[src/rtl/namuru_accum_scheduler_pkg.sv]
// -----------------------------------------------------------------------------
// namuru_accum_scheduler_pkg
//   Shared definitions for the accumulator readout scheduler:
//   - FSM state encoding (IDLE / ARB / REQ / DONE)
//   - default channel count, channel index width and readout timeout
//   The optional readout timeout is enabled by defining ACCUM_SCHED_TIMEOUT_EN.
//   It is undefined by default.
// -----------------------------------------------------------------------------
package namuru_accum_scheduler_pkg;

  localparam int NUM_CHAN_DEF = 12;
  localparam int CHAN_W_DEF   = 4;
  localparam int TIMEOUT_DEF  = 15;

  typedef enum logic [1:0] {
    ST_IDLE = 2'd0,
    ST_ARB  = 2'd1,
    ST_REQ  = 2'd2,
    ST_DONE = 2'd3
  } sched_state_e;

endpackage

[src/rtl/namuru_rr_pick.sv]
// -----------------------------------------------------------------------------
// namuru_rr_pick
//   Combinational round-robin picker for a shared resource.
//   The search starts at last_i+1 and wraps modulo NUM_CHAN (not 2^CHAN_W).
//   It returns the first pending requester it finds.
//   Ports:
//     pending_i [NUM_CHAN]  requesters still waiting for service
//     last_i    [CHAN_W]    index granted most recently (must be < NUM_CHAN)
//     valid_o               at least one requester is pending
//     index_o   [CHAN_W]    chosen requester; 0 when valid_o is low
// -----------------------------------------------------------------------------
module namuru_rr_pick #(
  parameter int NUM_CHAN = 12,
  parameter int CHAN_W   = 4
) (
  input  logic [NUM_CHAN-1:0] pending_i,
  input  logic [CHAN_W-1:0]   last_i,
  output logic                valid_o,
  output logic [CHAN_W-1:0]   index_o
);

  // One extra bit so last+offset (< 2*NUM_CHAN) never overflows before the wrap
  logic [CHAN_W:0] cand_s;

  // Walk the offsets from farthest to nearest so the nearest pending requester wins
  always_comb begin
    valid_o = 1'b0;
    index_o = '0;
    cand_s  = '0;
    for (int i = NUM_CHAN; i >= 1; i--) begin
      cand_s = {1'b0, last_i} + (CHAN_W+1)'(i);
      if (cand_s >= (CHAN_W+1)'(NUM_CHAN)) begin
        cand_s = cand_s - (CHAN_W+1)'(NUM_CHAN);
      end else begin
        cand_s = cand_s;
      end
      if (pending_i[cand_s[CHAN_W-1:0]]) begin
        valid_o = 1'b1;
        index_o = cand_s[CHAN_W-1:0];
      end else begin
        valid_o = valid_o;
      end
    end
  end

endmodule

[src/rtl/namuru_accum_scheduler.sv]
// -----------------------------------------------------------------------------
// namuru_accum_scheduler
//   Sequences accumulator readout after each accum_enable pulse.
//   The dump flags are snapshotted when the pulse arrives. The shared readout path
//   is then granted to one channel at a time in round-robin order. Each serviced
//   flag is cleared, and a sticky interrupt is raised for the host.
//   Optional macro ACCUM_SCHED_TIMEOUT_EN adds a readout timeout and the
//   timeout_err output.
//   Ports:
//     sys_clk, sys_rst        clock, synchronous active-high reset
//     accum_enable            one-cycle pulse: start a dump round
//     dump_flag  [NUM_CHAN]   level, channel holds a fresh dump
//     rd_req / rd_chan        readout request and granted channel
//     rd_ack                  readout done for rd_chan
//     dump_clr   [NUM_CHAN]   one-hot 1-cycle pulse clearing the serviced flag
//     status     [NUM_CHAN]   sticky: channels read since the last status_clr
//     status_clr              host clear for status/irq/overrun/timeout_err
//     irq, overrun, busy      sticky round-done irq, sticky overrun, not-IDLE
//     timeout_err             (ACCUM_SCHED_TIMEOUT_EN only) sticky readout timeout
// -----------------------------------------------------------------------------
module namuru_accum_scheduler
  import namuru_accum_scheduler_pkg::*;
#(
  parameter int NUM_CHAN = NUM_CHAN_DEF,
  parameter int CHAN_W   = CHAN_W_DEF
`ifdef ACCUM_SCHED_TIMEOUT_EN
  ,
  parameter int TIMEOUT  = TIMEOUT_DEF
`endif
) (
  input  logic                sys_clk,
  input  logic                sys_rst,
  input  logic                accum_enable,
  input  logic [NUM_CHAN-1:0] dump_flag,
  output logic                rd_req,
  output logic [CHAN_W-1:0]   rd_chan,
  input  logic                rd_ack,
  output logic [NUM_CHAN-1:0] dump_clr,
  output logic [NUM_CHAN-1:0] status,
  input  logic                status_clr,
  output logic                irq,
  output logic                overrun,
  output logic                busy
`ifdef ACCUM_SCHED_TIMEOUT_EN
  ,
  output logic                timeout_err
`endif
);

  sched_state_e        state_q, state_d;
  logic [NUM_CHAN-1:0] pending_q, pending_d;
  logic [CHAN_W-1:0]   last_q, last_d;
  logic                rd_req_q, rd_req_d;
  logic [CHAN_W-1:0]   rd_chan_q, rd_chan_d;
  logic [NUM_CHAN-1:0] dump_clr_q, dump_clr_d;
  logic [NUM_CHAN-1:0] status_q, status_d;
  logic                irq_q, irq_d;
  logic                overrun_q, overrun_d;
  logic                busy_q, busy_d;
  logic                round_rd_q, round_rd_d;   // some channel was read this round

  logic [NUM_CHAN-1:0] status_set_s;
  logic                irq_set_s;
  logic                overrun_set_s;
  logic                pick_valid_s;
  logic [CHAN_W-1:0]   pick_idx_s;

`ifdef ACCUM_SCHED_TIMEOUT_EN
  localparam int TMO_W = $clog2(TIMEOUT + 1);
  logic [TMO_W-1:0]    tmo_cnt_q, tmo_cnt_d;
  logic                tmo_err_q, tmo_err_d;
  logic                tmo_set_s;
`endif

  namuru_rr_pick #(
    .NUM_CHAN (NUM_CHAN),
    .CHAN_W   (CHAN_W)
  ) u_rr_pick (
    .pending_i (pending_q),
    .last_i    (last_q),
    .valid_o   (pick_valid_s),
    .index_o   (pick_idx_s)
  );

  // Next-state and output decode for the readout sequencer
  always_comb begin
    state_d       = state_q;
    pending_d     = pending_q;
    last_d        = last_q;
    rd_req_d      = rd_req_q;
    rd_chan_d     = rd_chan_q;
    dump_clr_d    = '0;
    round_rd_d    = round_rd_q;
    status_set_s  = '0;
    irq_set_s     = 1'b0;
`ifdef ACCUM_SCHED_TIMEOUT_EN
    tmo_cnt_d     = tmo_cnt_q;
    tmo_set_s     = 1'b0;
`endif

    case (state_q)
      ST_IDLE: begin
        if (accum_enable) begin
          pending_d  = dump_flag;
          round_rd_d = 1'b0;
          state_d    = ST_ARB;
        end else begin
          state_d    = ST_IDLE;
        end
      end
      ST_ARB: begin
        if (pick_valid_s) begin
          rd_chan_d = pick_idx_s;
          rd_req_d  = 1'b1;
          state_d   = ST_REQ;
`ifdef ACCUM_SCHED_TIMEOUT_EN
          tmo_cnt_d = '0;
`endif
        end else begin
          state_d   = ST_DONE;
        end
      end
      ST_REQ: begin
        if (rd_ack) begin
          rd_req_d                = 1'b0;
          dump_clr_d[rd_chan_q]   = 1'b1;
          pending_d[rd_chan_q]    = 1'b0;
          status_set_s[rd_chan_q] = 1'b1;
          last_d                  = rd_chan_q;
          round_rd_d              = 1'b1;
          state_d                 = ST_ARB;
`ifdef ACCUM_SCHED_TIMEOUT_EN
        end else if (tmo_cnt_q == TMO_W'(TIMEOUT - 1)) begin
          // Give up on this channel: it is neither cleared nor reported as read
          rd_req_d             = 1'b0;
          pending_d[rd_chan_q] = 1'b0;
          last_d               = rd_chan_q;
          tmo_set_s            = 1'b1;
          state_d              = ST_ARB;
        end else begin
          tmo_cnt_d = tmo_cnt_q + TMO_W'(1);
          state_d   = ST_REQ;
`else
        end else begin
          state_d = ST_REQ;
`endif
        end
      end
      ST_DONE: begin
        irq_set_s = round_rd_q;
        state_d   = ST_IDLE;
      end
      default: begin
        rd_req_d = 1'b0;
        state_d  = ST_IDLE;
      end
    endcase

    // DONE still counts as busy, so a pulse there is an overrun and starts nothing
    overrun_set_s = accum_enable && (state_q != ST_IDLE);

    // Sticky flags: a set in the same cycle as status_clr wins
    status_d  = (status_q & ~{NUM_CHAN{status_clr}}) | status_set_s;
    irq_d     = irq_set_s | (irq_q & ~status_clr);
    overrun_d = overrun_set_s | (overrun_q & ~status_clr);
`ifdef ACCUM_SCHED_TIMEOUT_EN
    tmo_err_d = tmo_set_s | (tmo_err_q & ~status_clr);
`endif
    busy_d    = (state_d != ST_IDLE);
  end

  // State and output registers with synchronous reset
  always_ff @(posedge sys_clk) begin
    if (sys_rst) begin
      state_q    <= ST_IDLE;
      pending_q  <= '0;
      last_q     <= CHAN_W'(NUM_CHAN - 1);
      rd_req_q   <= 1'b0;
      rd_chan_q  <= '0;
      dump_clr_q <= '0;
      status_q   <= '0;
      irq_q      <= 1'b0;
      overrun_q  <= 1'b0;
      busy_q     <= 1'b0;
      round_rd_q <= 1'b0;
`ifdef ACCUM_SCHED_TIMEOUT_EN
      tmo_cnt_q  <= '0;
      tmo_err_q  <= 1'b0;
`endif
    end else begin
      state_q    <= state_d;
      pending_q  <= pending_d;
      last_q     <= last_d;
      rd_req_q   <= rd_req_d;
      rd_chan_q  <= rd_chan_d;
      dump_clr_q <= dump_clr_d;
      status_q   <= status_d;
      irq_q      <= irq_d;
      overrun_q  <= overrun_d;
      busy_q     <= busy_d;
      round_rd_q <= round_rd_d;
`ifdef ACCUM_SCHED_TIMEOUT_EN
      tmo_cnt_q  <= tmo_cnt_d;
      tmo_err_q  <= tmo_err_d;
`endif
    end
  end

  assign rd_req   = rd_req_q;
  assign rd_chan  = rd_chan_q;
  assign dump_clr = dump_clr_q;
  assign status   = status_q;
  assign irq      = irq_q;
  assign overrun  = overrun_q;
  assign busy     = busy_q;
`ifdef ACCUM_SCHED_TIMEOUT_EN
  assign timeout_err = tmo_err_q;
`endif

endmodule
[config.mk]
export PLATFORM = sky130hd
export DESIGN_NAME = namuru_accum_scheduler
export DESIGN_NICKNAME = d
export VERILOG_FILES = /design/src/rtl/namuru_accum_scheduler_pkg.sv /design/src/rtl/namuru_rr_pick.sv /design/src/rtl/namuru_accum_scheduler.sv
export SDC_FILE = /design/constraint.sdc
export NUM_CORES = 1
export LEC_CHECK = 0
export CORE_MARGIN = 3
export CORE_UTILIZATION = 30
export CTS_BUF_LIST = sky130_fd_sc_hd__clkbuf_16
export CTS_CLUSTER_SIZE = 10
export DETAILED_ROUTE_END_ITERATION = 8
export GPL_ROUTABILITY_DRIVEN = 0
export GPL_TIMING_DRIVEN = 0
export PLACE_DENSITY = 0.47
export SYNTH_ARGS = -nofsm -noshare
export SYNTH_HDL_FRONTEND = slang
export SYNTH_HIERARCHICAL = 1
export SYNTH_SLANG_ARGS = --single-unit
[constraint.sdc]
create_clock -name sys_clk -period 6.1 [get_ports sys_clk]
set_input_delay 0.61 -clock sys_clk [delete_from_list [all_inputs] [get_ports sys_clk]]
set_output_delay 0.61 -clock sys_clk [all_outputs]
set_load 0.005 [all_outputs]
==> results of run 1 <==
-- registers in the layout, indices dropped and copies added (netlist names), 2 cells and up --
name,cells
dump_clr,12
last_q,4
pending_q,12
rd_chan,4
state_q,2
status,12
-- logic make-up (layout without fill, tap and decap cells) --
| family | Yosys count | in the layout |
|---|---|---|
| multiplexers | 28 | 28 |
| AND/OR/NAND/NOR | 206 | 206 |
| XOR/XNOR | 11 | 11 |
| adder cells (fa/ha/maj) | 22 | 22 |
| buffers and inverters | 55 | 111 |
| flip-flops | 51 | 51 |
| AO/OA/AOI/OAI | 172 | 172 |
-- worst paths after layout --
kind	from	endpoint	slack (ps)	cells after the start
hold / removal	status[7]	status[7]	460	2
setup reg to reg	last_q[2]	rd_chan[1]	1340	16
hold reg to reg	status[7]	status[7]	460	2
setup / recovery	last_q[2]	rd_chan[1]	1340	16
-- final cells by class --
cell class              count  area (um2)  share of cell area, %
plain buffers              32         180                   3.42
clock buffers               5         125                   2.38
clock inverters             3        26.3                  0.499
inverters                  23        86.3                   1.64
multi-input cells         439        3120                   59.3
flip-flops and latches     51        1020                   19.4
well taps                 180         225                   4.28
repair buffers             48         480                   9.12
-- power breakdown --
| group | leakage [uW] | internal [uW] | switching [uW] |
|---|---|---|---|
| combinational | 0.00146 | 189 | 262 |
| clock | 0.0000748 | 156 | 131 |
| sequential | 0.000414 | 350 | 24.1 |
-- stage by stage --
step	hold WS (ps)	instance area [um2]	setup WS, ps
global placement	435	5120	1500
finish	458	5270	1340
global route	488	5270	999
CTS	458	5270	1430
floorplan	445	4410	2240
detailed placement	445	5120	1490
-- critical path, stage by stage, from the launching register on --
cell and delay, ps:
dfxtp_1 560, buf_2 350, inv_2 200, ha_1 270, a21boi_0 170, xnor2_1 380, inv_1 80, ha_1 190
a221oi_1 580, or3b_1 230, a32oi_1 150, or2_2 320, a311o_1 370, a2111oi_2 340, a211oi_1 190, mux2i_1 180
nor2_1 50
-- synth_stat cells, types with 5 or more instances --
cell	instances	area, um2
nand2b_1	15	93.8
xnor2_1	8	70.1
buf_2	12	60.1
a21o_1	5	37.5
o2111ai_1	8	70.1
nand4b_1	5	43.8
a221oi_1	8	70.1
o21ai_1	10	50.1
o211ai_1	12	90.1
mux2i_1	11	110
dfxtp_1	51	1020
inv_1	18	67.6
a211oi_1	6	45.0
ha_1	22	275
nor2b_1	5	31.3
nor3_1	9	45.0
or2_2	5	31.3
nand3_1	19	95.1
nand2_1	69	259
nor2_1	40	150
o21ai_0	38	190
clkbuf_1	13	48.8
a21oi_1	28	140
mux4_2	14	315
-- routing by layer --
layer | vias up | global-route usage (%)
li1 | 2151 | -
met1 | 2150 | 25.1
met2 | 115 | 31.3
met3 | 6 | 2.42
met4 | 0 | 3.72
met5 | - | 0
==> flow_metrics.py, run 1 <==
metrics = {
    "sta": {
        "setup_viol": 0,
        "fin_crit_ps": 4760,
        "worst_slew_pin_slew_ps": 759,
        "clock_skew_ps": 10.2,
        "finalSetupTns_ps": 0,
        "max-slew-margin-rel_pct": 49.0,
        "finalCritPeriodShare_pct": 78.0,
        "hold_viol": 0,
        "grt_setup_unrepaired": "no",
        "slew_violations": 0,
        "max_freq_mhz": 210,
    },
    "synth": {
        "synth_mux_area_share_pct": 10.4,
        "netlist_instances": 545,
        "synth-simple-area-share_pct": 24.5,
        "async_flop_share_pct": 0,
        "synth_compound_area_share_pct": 27.5,
        "ys_ff_latch": 51,
        "synth-adder-area-share_pct": 6.24,
        "yosysWarningCount": 6,
        "ys_seq_area_share_pct": 23.1,
        "synth_cell_type_count": 83,
        "synth_top_family_by_area": "compound AO/OA/AOI/OAI gates",
        "synth_edf_count": 0,
        "synth_xor_area_share_pct": 2.18,
        "synth_nets": 584,
        "synth_top_flop_cell": "dfxtp_1",
        "post_synth.cell_area_avg_um2": 8.09,
        "synth_area_um2": 4410,
    },
    "placement": {
        "placedCellCount": 773,
        "dp_hpwl_um": 11600,
        "placement.io_buffers": 48,
    },
    "drt": {
        "via_per_inst": 5.66,
        "top_layer_used": "met4",
        "postRouteAntennaNets": 0,
        "drtIter0Drc": 263,
        "wl_met3_um": 580,
        "met1_length_um": 6930,
        "totalWireLength_um": 15000,
        "vias": 4422,
        "drc": 0,
        "drtPass1Iterations": 5,
        "wl_per_cell_um": 19.2,
        "dr_wl_met2_um": 7350,
    },
    "setup_path": {
        "path_max_fanout": 13,
        "cp-start-kind": "flop",
        "critPathCaptureType": "flop",
        "worstPathRequired_ps": 6260,
        "arrival_ps": 4920,
        "crit_type": "flop to flop",
    },
    "finish": {
        "layout_common_cells": "nand2_1 (69), dfxtp_1 (51), clkdlybuf4s50_1 (48), nor2_1 (40), o21ai_0 (38)",
        "drive_gt1_share_pct": 12.0,
        "final_core_util_pct": 37.2,
        "final_common_cell": "nand2_1",
        "stdcell_count": 781,
        "nNetsFinal": 639,
        "num_antenna_cells": 0,
        "area_delta_synth_final_pct": 19.4,
        "n_fill_cell": 1480,
    },
    "floorplan": {
        "start_util_pct": 31.2,
        "die_x_um": 127,
        "fp.dieH_um": 127,
        "rows": 43,
        "die-area_um2": 16200,
        "coreArea_um2": 14100,
        "ios": 49,
    },
    "clocking": {
        "cts_resized": 0,
        "htree_num_levels": 2,
        "numCtsBuffers": 5,
        "cts_tree": "yes",
        "clockBufferDepth": 2,
        "clkSlewWorstSetupHoldPaths_ps": 70,
        "post-cts-setup-buffers": 0,
        "cts_hold_buf": 0,
        "root_buffer": "clkbuf_16",
        "cts.sinks": 51,
        "clk-insertion-delay-late_ps": 300,
    },
    "global_route": {
        "grt_first_pass_wirelength_um": 23800,
        "antenna_found_initial": 0,
        "gr-total-overflow": 0,
        "grt_pass1_vias": 4303,
        "grt_max_degree": 19,
        "grt_usage_pct": 18.4,
    },
    "power_and_ir_drop": {
        "power_uw": 1110,
        "vdd_drop_max_uv": 122,
        "power_density_nw_per_um2": 211,
        "leakage_uw": 0.00195,
    },
    "run_status": {
        "status": "finished clean",
    },
    "worst_hold_path": {
        "min_path_type": "flop to flop",
    },
    "job": {
        "drv_cap": 0,
    },
}
Power figures use the tool's default switching activity.
==> inputs of run 2 (changes only) <==
clock period = 4.5 ns   (was 6.1 ns; I/O delays follow)
==> run 2 against run 1 <==
Net effect: non-clock buffer count is 1 lower; largest power group unchanged; first-iteration DRC count decreased by 1.1%; sequential share of layout area fell by 0.16 points.
==> flow_metrics.py, run 2 (synthesis gave the netlist of run 1 again) <==
metrics = {
    "run_status": {
        "status": "finished clean",
    },
    "worst_hold_path": {
        "min_path_type": "flop to flop",
    },
    "floorplan": {
        "die-area_um2": 16200,
        "start_util_pct": 31.2,
        "ios": 49,
        "rows": 43,
        "die_x_um": 127,
        "coreArea_um2": 14100,
        "fp.dieH_um": 127,
    },
    "drt": {
        "via_per_inst": 5.67,
        "drc": 0,
        "wl_per_cell_um": 19.2,
        "postRouteAntennaNets": 0,
        "vias": 4420,
        "totalWireLength_um": 15000,
        "drtIter0Drc": 260,
        "drtPass1Iterations": 4,
    },
    "power_and_ir_drop": {
        "p_comb_share_pct": 40.8,
        "power_density_nw_per_um2": 284,
        "clock_power_share_pct": 25.7,
        "vdd_drop_max_uv": 166,
        "swShare_pct": 37.5,
        "seqPwrFrac_pct": 33.5,
        "leakage_uw": 0.00197,
        "power_uw": 1510,
        "switchingPower_uw": 568,
        "p_int_uw": 947,
    },
    "setup_path": {
        "arrival_ps": 4450,
        "path_max_fanout": 10,
        "crit-reg2reg-launch": "last_q[3]",
        "critPathLaunch": "last_q[3]",
        "critPathCaptureType": "flop",
        "crit_type": "flop to flop",
        "worstPathRequired_ps": 4660,
        "r2r.worst_path.cells": 13,
        "cp-start-kind": "flop",
        "rrSetupSlack_ps": 210,
        "endpoint": "rd_chan[1]",
        "reg2reg_to": "rd_chan[1]",
    },
    "sta": {
        "clock_skew_ps": 10.9,
        "slew_violations": 0,
        "setup_viol": 0,
        "fin_crit_ps": 4290,
        "worst_slew_pin_slew_ps": 676,
        "finalCritPeriodShare_pct": 95.4,
        "hold_viol": 0,
        "max_freq_mhz": 233,
        "max-slew-margin-rel_pct": 54.6,
    },
    "finish": {
        "n_fill_cell": 1474,
        "area_delta_synth_final_pct": 20.7,
        "stdcell_count": 780,
        "layout_common_cells": "nand2_1 (69), dfxtp_1 (49), clkdlybuf4s50_1 (48), nor2_1 (40), o21ai_0 (38)",
        "final_common_cell": "nand2_1",
        "nNetsFinal": 638,
        "final_core_util_pct": 37.6,
        "drive_gt1_share_pct": 13.5,
        "num_antenna_cells": 0,
    },
    "clocking": {
        "root_buffer": "clkbuf_16",
        "post-cts-setup-buffers": 0,
        "numCtsBuffers": 5,
        "cts_tree": "yes",
        "clk-insertion-delay-late_ps": 300,
        "clockBufferDepth": 2,
        "clkSlewWorstSetupHoldPaths_ps": 70,
        "cts.sinks": 51,
        "cts_hold_buf": 0,
        "htree_num_levels": 2,
    },
    "placement": {
        "dp_hpwl_um": 11600,
        "placement.io_buffers": 48,
        "placedCellCount": 773,
    },
    "global_route": {
        "grt_first_pass_wirelength_um": 23800,
        "grt_usage_pct": 18.4,
        "antenna_found_initial": 0,
        "grt_pass1_vias": 4311,
        "grt_max_degree": 19,
        "gr-total-overflow": 0,
    },
    "job": {
        "drv_cap": 0,
    },
}
-- run 2: changes by cell type in the layout (fill, tap and decap cells not counted), moves of 2 or more --
cell / previous run / this run
dfxtp_2: 0 / 2
xnor2_1: 8 / 6
a221oi_1: 8 / 6
dfxtp_1: 51 / 49
xnor2_2: 0 / 2
-- run 2: timing repair --
action | 4_1_cts | 5_1_grt
endpoints found under the setup margin | 4 | 5
pin swaps | 0 | 1
gates resized for setup | 3 | 9
cloned | 0 | 0
-- run 2: power groups by stage --
| stage | logic, uW | clock network (uW) | registers (uW) |
|---|---|---|---|
| global placement | 600 | 0 | 516 |
| CTS | 610 | 404 | 507 |
| detailed placement | 604 | 0 | 518 |
| floorplan | 427 | 0 | 506 |
| global route | 676 | 423 | 513 |
| finish | 618 | 389 | 508 |
-- run 2: worst max-delay path, stage by stage, from the launching register on --
cell	delay [ps]
dfxtp_1	360
buf_2	220
inv_1	320
ha_1	560
or4b_1	560
a21oi_1	240
nor2_1	110
a311oi_1	530
and3_1	280
and3b_1	170
nand4_1	220
nand3b_1	290
mux2i_1	240
nor2_1	50
-- run 2: per-stage QoR --
stage          hold slack (ps)  instance area [um2]  setup TNS, ps  worst slack [ps]
4_1_cts                    458                 5280              0              77.1
6_report                   458                 5320              0               209
5_1_grt                    488                 5320          -1.95             -1.95
3_5_place_dp               445                 5120           -156              -112
3_3_place_gp               435                 5120          -97.4             -97.4
2_1_floorplan              445                 4410              0               636
-- run 2: cell type report --
| class | count | area, um2 | area share (%) |
|---|---|---|---|
| clock buffer | 5 | 125 | 2.35 |
| inverter | 23 | 86.3 | 1.62 |
| timing repair buffer | 48 | 480 | 9.02 |
| tap | 180 | 225 | 4.23 |
| sequential | 51 | 1020 | 19.2 |
| buffer | 31 | 179 | 3.36 |
| multi-input combinational | 439 | 3180 | 59.7 |
| clock inverter | 3 | 26.3 | 0.494 |
-- run 2: worst min path at each step --
stage | to | cells after the start | slack, ps | from
floorplan | status[4] | 2 | 440 | status[4]
finish | status[7] | 2 | 460 | status[7]
global route | status[0] | 2 | 490 | status[0]
global placement | status[7] | 2 | 440 | status[7]
detailed placement | status[1] | 2 | 440 | status[1]
CTS | status[7] | 2 | 460 | status[7]
-- run 2: routing by layer --
layer | vias up | global-route usage (%) | routed length [um]
li1 | 2147 | - | -
met1 | 2137 | 25.0 | 6830
met2 | 128 | 31.4 | 7320
met3 | 8 | 2.42 | 683
met4 | 0 | 3.72 | 116
met5 | - | 0 | 0
